**src/rtl/decode_ctrl_stage.sv**
```systemverilog
// ID-stage decoder feeding the ID/EX pipeline register.
// Handles load-use bubbles, branch flushes and a saturating bubble counter.
module decode_ctrl_stage #(
    parameter int INSTR_W = 9,
    parameter int REG_AW  = 3,
    parameter int CNT_W   = 16
) (
    input  logic               clk,
    input  logic               rst_n,
    input  logic [INSTR_W-1:0] instr,
    input  logic               instr_valid,
    output logic               instr_ready,
    input  logic               flush,
    output logic [11:0]        ctrl_out,
    output logic               out_valid,
    output logic [REG_AW-1:0]  out_rd,
    output logic [REG_AW-1:0]  out_ra,
    output logic [REG_AW-1:0]  out_rb,
    output logic               hazard_stall,
    output logic [CNT_W-1:0]   bubble_count
);

    localparam logic [2:0] OP_SUB = 3'b000;
    localparam logic [2:0] OP_XOR = 3'b001;
    localparam logic [2:0] OP_SHL = 3'b010;
    localparam logic [2:0] OP_SHR = 3'b011;
    localparam logic [2:0] OP_ADD = 3'b100;
    localparam logic [2:0] OP_LW  = 3'b101;
    localparam logic [2:0] OP_SW  = 3'b110;
    localparam logic [2:0] OP_BR  = 3'b111;

    localparam logic [REG_AW-1:0] BR_JMP  = REG_AW'(3'b000);
    localparam logic [REG_AW-1:0] BR_INCP = REG_AW'(3'b100);
    localparam logic [REG_AW-1:0] BR_DECP = REG_AW'(3'b101);
    localparam logic [REG_AW-1:0] BR_INCB = REG_AW'(3'b110);
    localparam logic [REG_AW-1:0] BR_DECB = REG_AW'(3'b111);

    // ctrl_out bit positions
    localparam int B_REGW = 11;
    localparam int B_MEMR = 10;
    localparam int B_MEMW = 9;
    localparam int B_BRN  = 8;
    localparam int B_M2R  = 7;
    localparam int B_OPLO = 4;
    localparam int B_INCP = 3;
    localparam int B_DECP = 2;
    localparam int B_INCB = 1;
    localparam int B_DECB = 0;

    logic [2:0]        w_op;
    logic [REG_AW-1:0] w_ra;
    logic [REG_AW-1:0] w_rb;
    logic [11:0]       w_dec;
    logic              w_reads_ra;
    logic              w_reads_rb;
    logic              w_match;
    logic              w_bubble_inc;

    logic [11:0]       r_ctrl;
    logic              r_valid;
    logic [REG_AW-1:0] r_rd;
    logic [REG_AW-1:0] r_ra;
    logic [REG_AW-1:0] r_rb;
    logic [CNT_W-1:0]  r_cnt;

    assign w_op = instr[INSTR_W-1 -: 3];
    assign w_ra = instr[2*REG_AW-1 -: REG_AW];
    assign w_rb = instr[REG_AW-1:0];

    always_comb begin
        w_dec      = '0;
        w_reads_ra = 1'b0;
        w_reads_rb = 1'b0;
        case (w_op)
            OP_SUB, OP_XOR, OP_SHL, OP_SHR, OP_ADD: begin
                w_dec[B_REGW]          = 1'b1;
                w_dec[B_OPLO +: 3]     = w_op;
                w_reads_ra             = 1'b1;
                w_reads_rb             = 1'b1;
            end
            OP_LW: begin
                w_dec[B_REGW]          = 1'b1;
                w_dec[B_MEMR]          = 1'b1;
                w_dec[B_M2R]           = 1'b1;
                w_dec[B_OPLO +: 3]     = OP_LW;
                w_reads_rb             = 1'b1;
            end
            OP_SW: begin
                w_dec[B_MEMW]          = 1'b1;
                w_dec[B_OPLO +: 3]     = OP_SW;
                w_reads_ra             = 1'b1;
                w_reads_rb             = 1'b1;
            end
            default: begin
                // BR family; reserved sub-codes stay all-zero and act as NOPs
                case (w_rb)
                    BR_JMP: begin
                        w_dec[B_BRN]       = 1'b1;
                        w_dec[B_OPLO +: 3] = OP_BR;
                        w_reads_ra         = 1'b1;
                    end
                    BR_INCP: begin
                        w_dec[B_INCP]      = 1'b1;
                        w_dec[B_OPLO +: 3] = OP_BR;
                    end
                    BR_DECP: begin
                        w_dec[B_DECP]      = 1'b1;
                        w_dec[B_OPLO +: 3] = OP_BR;
                    end
                    BR_INCB: begin
                        w_dec[B_INCB]      = 1'b1;
                        w_dec[B_OPLO +: 3] = OP_BR;
                    end
                    BR_DECB: begin
                        w_dec[B_DECB]      = 1'b1;
                        w_dec[B_OPLO +: 3] = OP_BR;
                    end
                    default: w_dec = '0;
                endcase
            end
        endcase
    end

    // Only the older instruction in ID/EX is compared, so LW never hazards on itself.
    assign w_match = (w_reads_ra && (r_rd == w_ra)) || (w_reads_rb && (r_rd == w_rb));
    assign hazard_stall = instr_valid && r_valid && r_ctrl[B_MEMR] && w_match && !flush;
    assign instr_ready  = !hazard_stall;
    assign w_bubble_inc = flush || hazard_stall;

    always_ff @(posedge clk or negedge rst_n) begin
        if (!rst_n) begin
            r_ctrl  <= '0;
            r_valid <= 1'b0;
            r_rd    <= '0;
            r_ra    <= '0;
            r_rb    <= '0;
        end else if (flush || hazard_stall || !instr_valid) begin
            r_ctrl  <= '0;
            r_valid <= 1'b0;
            r_rd    <= '0;
            r_ra    <= '0;
            r_rb    <= '0;
        end else begin
            r_ctrl  <= w_dec;
            r_valid <= 1'b1;
            r_rd    <= w_ra;
            r_ra    <= w_ra;
            r_rb    <= w_rb;
        end
    end

    always_ff @(posedge clk or negedge rst_n) begin
        if (!rst_n) begin
            r_cnt <= '0;
        end else if (w_bubble_inc && (r_cnt != {CNT_W{1'b1}})) begin
            r_cnt <= r_cnt + 1'b1;
        end
    end

    assign ctrl_out     = r_ctrl;
    assign out_valid    = r_valid;
    assign out_rd       = r_rd;
    assign out_ra       = r_ra;
    assign out_rb       = r_rb;
    assign bubble_count = r_cnt;

endmodule

```
**config.mk**
```make
export PLATFORM = sky130hd
export DESIGN_NAME = decode_ctrl_stage
export DESIGN_NICKNAME = d
export VERILOG_FILES = /design/src/rtl/decode_ctrl_stage.sv
export SDC_FILE = /design/constraint.sdc
export NUM_CORES = 1
export LEC_CHECK = 0
export ABC_AREA = 1
export CAP_MARGIN = 25
export CORE_MARGIN = 3
export CORE_UTILIZATION = 43
export DETAILED_ROUTE_END_ITERATION = 6
export PLACE_DENSITY = 0.83
export SYNTH_ARGS = -nofsm -noshare
export SYNTH_HDL_FRONTEND = slang
export SYNTH_SLANG_ARGS = --single-unit
export TNS_END_PERCENT = 1
```
**constraint.sdc**
```tcl
create_clock -name clk -period 1.58 [get_ports clk]
set_clock_uncertainty 0.05 [all_clocks]
set_input_delay 0.316 -clock clk [delete_from_list [all_inputs] [get_ports clk]]
set_output_delay 0.316 -clock clk [all_outputs]
set_load 0.03 [all_outputs]
```
# [After elaboration in Yosys (flattened, before gate mapping)]
# Cells that the tools add are included.
[word_totals] output_inout_bits=40 ff_bits=35 word_cells=57 inputBits=13
[op_classes] reduce_logical=20 n_eq_ne=13 muxes=18 n_addsub=1
[op_table] op="3-bit == test, second input constant" count=7
[op_table] op="16-bit by 1-bit adder with 16-bit output, second input constant" count=1
[op_table] op="16-bit != test, second input constant" count=1
[op_table] op="12-bit 2-to-1 mux" count=1
[op_table] op="6-bit OR reduction" count=2
[op_table] op="1-bit 2-to-1 mux" count=11
[op_table] op="5-bit OR reduction" count=2
[op_table] op="3-bit 2-to-1 mux" count=3
[op_table] op="3-bit one-hot mux with 3 select lines" count=1
[op_table] op="1-bit logical AND" count=7
[op_table] op="7-bit OR reduction" count=1
[op_table] op="3-bit by 2-bit == test with 1-bit output, second input constant" count=2
[op_table] op="3-bit == test" count=2
[op_table] op="3-bit zero test" count=2
[op_table] op="4-bit 2-to-1 mux" count=1
[op_table] op="3-bit by 1-bit == test with 1-bit output, second input constant" count=1
[op_table] op="1-bit zero test" count=3
[op_table] op="1-bit logical OR" count=3
[op_table] op="1-bit one-hot mux with 2 select lines" count=1

# [Logic depth before layout (Yosys ltp)]
[depth] depth_word=10 mapped_depth=12

# [Least setup slack after synthesis]
# Ideal clock, no wire load.
[synth_path] kind="register -> output" start="register out_ra[0] (netlist name)" end="output port instr_ready" stages_incl_launch_ff=10 arrival_time_ns=1.759 t_required_ns=1.214 slack_ns=-0.545 cell_sequence="dfrtp_1 > inv_1 > nand2_1 > nand2_1 > nor2_1 > nand3_1 > nand2_1 > nand2_2 > nor2_1 > inv_1"
[synth_lines] item="to (decl)" line="12" text="output logic instr_ready,"

==> flow_summary.ini <==
[route]
vias = 1721
drt-pass1-iter-count = 4
drtAntennaViolNets = 0
wl_per_cell_um = 12.2
drt_wl_total_um = 4380
drt_iter0_markers = 77
drc = 0
via_per_inst = 4.79

[global_routing]
grt_antenna_before_repair = 0
grt_pass1_vias = 1731
grt_pass1_wl_um = 7450
grt_most_used_layer = met2
grt_max_degree = 35
gr-usage-met1 = 0.195
grt_usage = 0.186
grtUsageMet2 = 0.349
gr-total-overflow = 0
grt_use_met3 = 0.0519

[timing]
worst_pin_slew_ns = 0.334
max_freq_mhz = 543
final.min_clock_period_ns = 1.84
worst_slack_ns = -0.260
relSlewSlack = 0.778
hold_viol_final = 0
rsz0062_at_grt = true
finalMaxSlewViolations = 0
period_share = 1.16
finalSetupViolations = 23
holdWs_ns = 0.334

[outcome]
status = finished, violations left
violations = setup timing

[critical_path]
timing.rr.start = out_ra[1]$_DFF_PN0_
end_kind = primary output
critPathArrivalTime_ns = 1.47
worstSetupPathType = register to primary output
r2r_slack_ns = -0.08
worst-path-max-fanout = 4
r2r_cells = 11
start_kind = register
crit_required_ns = 1.21
worstReg2RegEnd = bubble_count[12]$_DFFE_PN0P_

[layout]
antenna_cells = 0
layout-drive-gt1-share = 0.249
n_fill_cell = 342
areaGrowthSynthToFinish_pct = 48.7
post-route-util = 0.672
regArea_um2 = 863
nNetsFinal = 322
multi_input_area_um2 = 888

[die]
coreArea_um2 = 4060
die_h_um = 71.3
dieArea_um2 = 5090
initial_core_util = 0.452
num_rows = 23
die_x_um = 71.3
io_pins = 53

[placed_design]
port-buffer-count = 52
post-place-ws_ns = -0.465
place.gp.congestion = 0.865
place_hpwl_um = 3290

[pwr]
peakVddDrop_uv = 494
p_per_area_nw_per_um2 = 834
p_leak_nw = 1.55

[worst_hold_path]
hold_class = primary input to async pin

[logic_synthesis]
yosys_warnings = 0
synth-seq-cells = 34
yosys.area.top_type = dfrtp_1
ys_top_cells_by_area = dfrtp_1, nand2_1, nand3_1, nor2_1, xor2_1
ys_types = 23
ys_seq_area_frac = 0.464
synth_top_area_frac = 0.464
avgSynthCellArea_um2 = 8.12
synthesis.nets = 240
synth_cells = 226
syn_area_um2 = 1830

[cts]
root_buffer = clkbuf_8
cts_made_buffers = 5
cts_tree = built
insertion_delay_ns = 0.29
cts.clk_slew.worst_paths_ns = 0.07
cts_hold_buffers = 0
cts.sinks = 34
clock_path_buffers = 2
htreeDepth = 2

[run]
max_cap_viol_count = 0
==> synthesized netlist by cell type (all sizes together) <==
library cell	number
buf	8
a21oi	1
inv	23
nor3	2
clkinv	1
ha	1
nand4	4
dfrtp	34
nand3	29
nor2	35
xnor2	6
nand2	71
and3	1
xor2	9
nand3b	1
==> power breakdown <==
group	internal, mW	total (mW)	switching (mW)
logic	0.224	0.574	0.349
registers	0.949	1.03	0.0858
clock network	0.351	0.667	0.316
total	1.52	2.28	0.751
==> cells by family (layout without fill, tap and decap cells) <==
| kind of cell | Yosys count | in the layout | share of synthesized area |
|---|---|---|---|
| XOR/XNOR | 15 | 15 | 0.0716 |
| AND/OR/NAND/NOR | 143 | 143 | 0.370 |
| flip-flops | 34 | 34 | 0.464 |
| buffers and inverters | 32 | 115 | 0.0846 |
| adder cells (fa/ha/maj) | 1 | 1 | 0.00682 |
| AO/OA/AOI/OAI | 1 | 1 | 0.00273 |
==> sequential cells by signal, indices dropped and copies added, names as in the netlist <==
register      flops
bubble_count     16
ctrl_out         11
out_ra            3
out_rb            3
out_valid         1
==> layout make-up <==
type,count,area share
multi-input combinational,160,0.326
clock buffer,7,0.0317
tap,50,0.0229
timing repair buffer,83,0.268
clock inverter,1,0.00183
sequential,34,0.317
inverter,24,0.0335
==> worst max-delay path: stages, from the launching register on <==
cell and delay [ns]:
dfrtp_2 0.43, xor2_1 0.15, nor2_1 0.13, nand2_1 0.07, nand2_2 0.08, nand2_4 0.06
nor2_4 0.09, inv_2 0.04, buf_6 0.13
==> worst max-delay path by stage <==
stage	startpoint	endpoint	slack, ns	cells after the start
final	out_ra[1]$_DFF_PN0_	instr_ready	-0.26	8
after global routing	out_ra[2]$_DFF_PN0_	instr_ready	-0.38	9
after CTS	out_ra[1]$_DFF_PN0_	instr_ready	-0.29	9
after detailed placement	instr[3]	instr_ready	-0.46	11
after global placement	instr[3]	instr_ready	-0.41	11
after floorplan	bubble_count[0]$_DFFE_PN0P_	bubble_count[6]$_DFFE_PN0P_	-0.09	10
==> through the flow <==
stage	cell area, µm²	setup TNS, ns	instances	power, mW
after floorplan	1870	-0.895	226	1.39
after global placement	2630	-10.32	348	1.67
after detailed placement	2630	-11.83	348	1.68
after CTS	2700	-1.00	358	2.30
after global routing	2730	-6.15	359	2.38
final	2730	-1.58	359	2.28
==> layer usage <==
metal,routed length (µm),part of all wire
met5,0,0
met4,80,0.018
met3,256,0.058
met2,2360,0.54
met1,1680,0.38
==> layout by cell type (no fill, tap or decap) <==
cell type        count
inv_1               18
buf_6                3
and3_1               1
nand2_4              1
clkinv_2             2
nand2_8              2
clkdlybuf4s50_1      3
xor2_1               9
nor2_4               5
inv_2                5
nand4_1              3
clkbuf_1             1
ha_4                 1
nand4_4              1
nand2_1             63
clkbuf_8             6
nand3_1             28
nor3_1               2
dfrtp_1             24
buf_12               3
dlygate4sd2_1       45
nor2_1              28
buf_4               27
a21oi_1              1
nand3b_4             1
clkbuf_2             2
dfrtp_2             10
xnor2_1              6
nand2_2              5
nor2_2               2
nand3_4              1
==> what timing repair did <==
action | 4_1_cts | 5_1_grt
setup buffers | 2 | 1
resized for setup | 56 | 7
pin swaps | 8 | 5
setup endpoints to repair | 56 | 38
cloned | 0 | 0
Power figures use the tool's default switching activity.
